File: src/rtl/cache_ctrl_hs.sv
// cache_ctrl_hs: direct-mapped write-through cache controller with mem_ready handshake,
// optional write-allocate, wait-state timeout and saturating hit/miss counters.
module cache_ctrl_hs #(
    parameter bit WRITE_ALLOC = 1'b0,
    parameter int TIMEOUT     = 64,
    parameter int CNT_W       = 16
) (
    input  logic             clk,
    input  logic             rst,
    input  logic             en_R,
    input  logic             en_W,
    input  logic             hit,
    input  logic             mem_ready,
    input  logic             cnt_clr,
    output logic             Read_mem,
    output logic             Write_mem,
    output logic             Valid_enable,
    output logic             Tag_enable,
    output logic             Data_enable,
    output logic             sel_mem_core,
    output logic             stall,
    output logic             mem_err,
    output logic [CNT_W-1:0] hit_cnt,
    output logic [CNT_W-1:0] miss_cnt
);
    typedef enum logic [1:0] {IDLE, RD_WAIT, RD_FILL, WR_WAIT} state_t;
    localparam int WW = TIMEOUT > 1 ? $clog2(TIMEOUT) : 1;
    localparam logic [WW-1:0] WAIT_LAST = WW'(TIMEOUT > 0 ? TIMEOUT - 1 : 0);
    localparam logic [CNT_W-1:0] CNT_MAX = '1;
    state_t state_q, state_d;
    logic [WW-1:0] wait_q, wait_d;
    logic mem_err_q, mem_err_d;
    logic [CNT_W-1:0] hit_cnt_q, hit_cnt_d, miss_cnt_q, miss_cnt_d;
    logic timeout, hit_inc, miss_inc, arr_we;
    // the wait counter counts cycles already spent waiting, so the last allowed one is TIMEOUT-1
    assign timeout  = (TIMEOUT > 0) && !mem_ready && (wait_q == WAIT_LAST);
    assign hit_inc  = (state_q == IDLE) && (en_R || en_W) && hit;
    assign miss_inc = (state_q == IDLE) && (en_R || en_W) && !hit;
    always_ff @(posedge clk or posedge rst) begin
        if (rst) begin
            state_q    <= IDLE;
            wait_q     <= '0;
            mem_err_q  <= 1'b0;
            hit_cnt_q  <= '0;
            miss_cnt_q <= '0;
        end else begin
            state_q    <= state_d;
            wait_q     <= wait_d;
            mem_err_q  <= mem_err_d;
            hit_cnt_q  <= hit_cnt_d;
            miss_cnt_q <= miss_cnt_d;
        end
    end
    always_comb begin
        state_d   = state_q;
        wait_d    = wait_q;
        mem_err_d = mem_err_q;
        unique case (state_q)
            IDLE: begin
                if (en_R && !hit) begin
                    state_d = RD_WAIT;
                    wait_d  = '0;
                end else if (!en_R && en_W && !mem_ready) begin
                    state_d = WR_WAIT;
                    wait_d  = '0;
                end
            end
            RD_WAIT, WR_WAIT: begin
                if (mem_ready) begin
                    state_d = (state_q == RD_WAIT) ? RD_FILL : IDLE;
                end else if (timeout) begin
                    state_d   = IDLE;
                    mem_err_d = 1'b1;
                end else begin
                    wait_d = wait_q + 1'b1;
                end
            end
            RD_FILL: state_d = IDLE;
            default: state_d = IDLE;
        endcase
        hit_cnt_d  = cnt_clr ? '0 : (hit_inc && hit_cnt_q != CNT_MAX) ? hit_cnt_q + 1'b1 : hit_cnt_q;
        miss_cnt_d = cnt_clr ? '0 : (miss_inc && miss_cnt_q != CNT_MAX) ? miss_cnt_q + 1'b1 : miss_cnt_q;
    end
    always_comb begin
        Read_mem     = 1'b0;
        Write_mem    = 1'b0;
        arr_we       = 1'b0;
        sel_mem_core = 1'b0;
        stall        = 1'b0;
        unique case (state_q)
            IDLE: begin
                Read_mem     = en_R && !hit;
                Write_mem    = !en_R && en_W;
                arr_we       = Write_mem && (hit || WRITE_ALLOC);
                sel_mem_core = arr_we;
                stall        = en_R ? !hit : (en_W && !mem_ready);
            end
            RD_WAIT: begin
                Read_mem = 1'b1;
                stall    = 1'b1;
            end
            RD_FILL: begin
                Read_mem = 1'b1;
                arr_we   = 1'b1;
                stall    = 1'b1;
            end
            WR_WAIT: begin
                Write_mem = 1'b1;
                stall     = !mem_ready;
            end
            default: stall = 1'b0;
        endcase
    end
    assign Valid_enable = arr_we;
    assign Tag_enable   = arr_we;
    assign Data_enable  = arr_we;
    assign mem_err      = mem_err_q;
    assign hit_cnt      = hit_cnt_q;
    assign miss_cnt     = miss_cnt_q;
endmodule

File: config.mk
export PLATFORM = sky130hd
export DESIGN_NAME = cache_ctrl_hs
export DESIGN_NICKNAME = d
export VERILOG_FILES = /design/src/rtl/cache_ctrl_hs.sv
export SDC_FILE = /design/constraint.sdc
export NUM_CORES = 1
export LEC_CHECK = 0
export CAP_MARGIN = 40
export CORE_MARGIN = 2
export CORE_UTILIZATION = 50
export DETAILED_ROUTE_END_ITERATION = 10
export PLACE_DENSITY = 0.77
export SLEW_MARGIN = 10
export SYNTH_ARGS = -nofsm -noshare
export SYNTH_HDL_FRONTEND = slang
export SYNTH_SLANG_ARGS = --single-unit
File: constraint.sdc
create_clock -name clk -period 2.8 [get_ports clk]
set_clock_uncertainty 0.2 [all_clocks]
set_input_delay 0.42 -clock clk [delete_from_list [all_inputs] [get_ports clk]]
set_output_delay 0.42 -clock clk [all_outputs]
set_load 0.05 [all_outputs]
# After elaboration in Yosys (flattened, before gate mapping)
# Index checks and enable logic that the tools add are counted.
totals:
  reg_bits: 41
  in_bits: 7
  word_cells: 64
classes:
  add_sub_neg: 3
  eq_ne: 10
  n_mux: 21
  n_bitwise: 1
  reduce_logical: 24
op_table:
  columns: ["cell", "n"]
  rows:
  - ["2-to-1 mux 16 bit", 4]
  - ["adder 16 x 1 -> 16 bit, second input constant", 2]
  - ["!= test 16 bit, second input constant", 2]
  - ["2-to-1 mux 6 bit", 4]
  - ["case mux 6 bit (2 select lines)", 1]
  - ["logical AND 1 bit", 11]
  - ["2-to-1 mux 2 bit", 5]
  - ["adder 6 x 1 -> 6 bit, second input constant", 1]
  - ["== test 6 bit, second input constant", 1]
  - ["case mux 1 bit (2 select lines)", 3]
  - ["case mux 2 bit (3 select lines)", 1]
  - ["nonzero test 2 bit", 3]
  - ["== test 2 bit, second input constant", 2]
  - ["!= test 2 bit, second input constant", 2]
  - ["AND reduction 4 bit", 1]
  - ["OR reduction 2 bit", 2]
  - ["zero test 1 bit", 3]
  - ["!= test 3 x 1 -> 1 bit, second input constant", 1]
  - ["!= test 3 bit, second input constant", 1]
  - ["case mux 1 bit (3 select lines)", 1]
  - ["AND reduction 3 bit", 1]
  - ["== test 2 x 1 -> 1 bit, second input constant", 1]
  - ["zero test 2 bit", 1]
  - ["2-to-1 mux 1 bit", 2]
  - ["other kinds (3)", 3]

# Longest topological paths before layout
logic_depth:
  ltp_word: 6
  mapped_depth: 7
  mapped_depth_nobuf: 6

# Worst setup path after synthesis
# No wires, ideal clock.
synth_path:
  kind: "flip-flop to output port"
  from: "register state_q[0]"
  to: "output Tag_enable"
  t_arrival_ps: 2152
  path_slack_ps: 28
  path_stages_with_launch: 7
  cell_sequence: "dfrtp_1 inv_1 ha_1 and3_1 and2_1 a21o_1 buf_4"
synth_via:
  elab_chain_len: 2
  elab_cells_between_ends: 3
  classes_between: "eq/ne (1); mux (1); reduce/logical (1)"
synth_rtl:
  columns: ["element", "line", "source"]
  rows:
  - ["start, declared", "30", "state_t state_q, state_d;"]
  - ["start signal, assigned", "47", "state_q <= state_d;"]
  - ["== test 2 bit or zero test 2 bit (tied branches)", "90", "unique case (state_q)"]
  - ["case mux 1 bit (2 select lines) *", "90", null]
  - ["end, declared", "18", "output logic Tag_enable,"]
# Mark *: on every way between the ends. The rest lies on a longest branch, timed or not.

# Worst setup path after layout
# Same ends and word-level chain as after synthesis.

==> impl_metrics.yaml <==
status:
  status: "finished, final reports clean"
clocking:
  cts.htree.levels: 2
  insertion_delay_ps: 300
  cts-root-buf: "clkbuf_8"
  numCtsBuffers: 5
  clkSinkCount: 41
  hold_buffers: 0
  ctsLongestPathBuffers: 2
  cts.reportedPaths.clkPinSlew_ps: 80
  cts_setup_buffers: 0
  cts_resized: 0
  cts_tree: "built"
sta:
  tightest_slew_ps: 518
  hold_viol_final: 0
  relSlewSlack_pct: 65.5
  drv_slew: 0
  finalSetupViolCount: 0
  layout_min_cycle_time_ps: 2620
  rsz0062_at_grt: "no"
  fin_tns_setup_ps: 0
  timing.fmax_ghz: 0.382
  setup_slack_ps: 185
  finalCritPeriodShare_pct: 93.4
drt:
  dr.pass1.iters: 5
  vias: 2407
  remaining_drc_errors: 0
  wl_per_cell_um: 15.0
  vias_per_cell: 6.08
  wl_um: 5930
  ant_nets: 0
  drt_iter0_drc: 147
floorplan:
  die_h_um: 74.5
  rows: 25
  die_x_um: 74.5
  start_util_pct: 52.2
  die-area_um2: 5540
  io_pins: 47
  coreArea_um2: 4750
yosys:
  synth.avg_cell_area_um2: 9.09
  syn_inst: 273
  netlist_area_um2: 2480
  synthArstFlopShare_pct: 100
  synth.ff_latch_count: 41
  seq_area_frac_synth_pct: 41.3
  synth_edf_count: 0
  synth_cell_types: 49
  synth_ff_type: "dfrtp_1"
  synth_warnings: 0
  synth_fp_nets: 289
global_routing:
  use_met1_pct: 31.9
  grtUsageMet2_pct: 36.2
  grt_pass1_vias: 2060
  use_met3_pct: 4.47
  gr-total-overflow: 0
  busiest_layer: "met2"
  grt_max_degree: 42
  grt_pass1_wl_um: 9820
  grtUsageTotal_pct: 22.9
  antenna_found_initial: 0
power:
  power_density_nw_per_um2: 666
  swShare_pct: 39.3
  power.leakage_nw: 1.28
  p_seq_share_pct: 32.2
  power_frac_comb_pct: 44.1
  p_sw_mw: 0.844
  power.internal_mw: 1.30
  ir_worst_vdd_uv: 970
  clkPwrFrac_pct: 23.7
setup_path:
  start_kind: "flip-flop"
  cp_cell_sequence: "inv_1 > ha_1 > and3_1 > and2_1 > a21o_1 > buf_4"
  slowest_delay_ps: 430
  cp_max_fo: 7
  required_ps: 2180
  critPathCaptureType: "primary output"
  critPathKind: "flip-flop to primary output"
  cpMaxStageDelayCell: "dfrtp_1"
  rrSetupSlack_ps: 230
  worstReg2RegEnd: "miss_cnt[14]"
  r2r-start: "state_q[0]"
  reg2regPathDepth: 6
  crit_arrival_ps: 2000
min_path:
  min_to: "mem_err"
  whs_path_depth: 1
  min_from: "mem_err"
  hold_class: "flip-flop to flip-flop"
cells_and_area:
  antenna_cells: 0
  register_area_um2: 1030
  num-nets-final: 344
  multi_input_area_um2: 1380
  nFillCells: 408
  final_layout_size_suffix_gt1_share_pct: 10.9
  syn2layout_area_growth_pct: 29.8
placement:
  gp_congestion: 0.873
  pre_cts_ws_ps: 215
  port_buffers: 46
  place_hpwl_um: 4280
run:
  drv_cap: 0
-- cell usage in the layout, fill, tap and decap left out, types with 12 or more instances in the layout --
cell type        netlist  layout
dfrtp_1               41      41
clkdlybuf4s50_1        0      39
a21oi_1               23      23
nand2_1               20      20
nor2_1                17      17
nand3_1               16      16
buf_4                  2      14
or4_1                 13      13
o31ai_1               12      12
-- flip-flops by register name, indices dropped and copies added (netlist names) --
| signal | count |
|---|---|
| hit_cnt | 16 |
| mem_err | 1 |
| miss_cnt | 16 |
| state_q | 2 |
| wait_q | 6 |
-- worst max-delay path by stage --
stage,from,to,depth (start not counted)
global placement,hit,miss_cnt[14],5
detailed placement,en_R,miss_cnt[14],5
finish,state_q[0],Tag_enable,6
global route,state_q[0],Read_mem,6
floorplan,state_q[0],Tag_enable,6
CTS,state_q[0],Read_mem,6
-- final cells by class --
cell class	count	area share, %
Multi-Input combinational cell	212	42.8
Sequential cell	41	31.8
Timing Repair Buffer	57	17.9
Clock buffer	7	2.68
Tap cell	67	2.60
Inverter	11	1.28
Clock inverter	1	0.932
-- through the flow --
stage               cells  util (%)  hold WS, ps  total power [mW]  area, um2
floorplan             273         -          333              1.29       2480
global placement      387      65.1          301              1.63       3100
detailed placement    388      65.3          320              1.64       3100
CTS                   396      67.7          338              2.15       3220
global route          396      67.8          360              2.25       3220
finish                396      67.8          332              2.15       3220
-- power groups by stage --
stage	registers, mW	logic (mW)	clock network (mW)
floorplan	0.718	0.574	0
global placement	0.700	0.933	0
detailed placement	0.701	0.942	0
CTS	0.691	0.947	0.516
global route	0.699	1.02	0.537
finish	0.691	0.948	0.508
-- kinds of logic after synthesis --
group           Yosys count  share of synthesized area (%)
simple gates            121                           27.4
compound gates           74                           19.8
flops                    41                           41.3
buf+inv                  20                           3.43
fa+ha+maj                 9                           4.54
mux                       7                           3.12
xor+xnor                  1                          0.353
-- cells in the mapped netlist (all sizes together), types with 2 or more instances --
cell type	n	share of area, %
dfrtp	41	41
a21oi	23	4.6
nand2	20	3.0
nor2	17	2.6
nand3	16	3.2
or4	13	3.9
o31ai	12	3.6
inv	11	1.7
o21ai	11	2.2
nand4	10	2.8
ha	9	4.5
and3	7	1.8
nor2b	7	1.8
nor3	7	1.4
mux2	6	2.7
nor4	6	1.8
or3	6	1.5
clkbuf	5	0.76
buf	4	1.0
a31oi	3	0.76
and4	3	1.1
o41ai	3	1.1
a311oi	2	0.71
and2	2	0.50
nand3b	2	0.60
o211ai	2	0.60
o21a	2	0.60
o21bai	2	0.60
o221ai	2	0.71
o311a	2	0.81
o311ai	2	0.71
-- routing by layer --
layer	vias to the layer above	wire, um
met5	-	0
met4	0	98
met3	8	249
met2	51	2760
met1	1182	2820
li1	1166	-
-- worst max-delay path: cells and delay by family (launching register included) --
family	cells	cell delay [ps]
adders and majority gates	1	290
DFF	1	430
and+or+nand+nor	2	420
AOI/OAI and AO/OA	1	190
buffers and inverters	2	350
(Power assumes the default switching activity.)
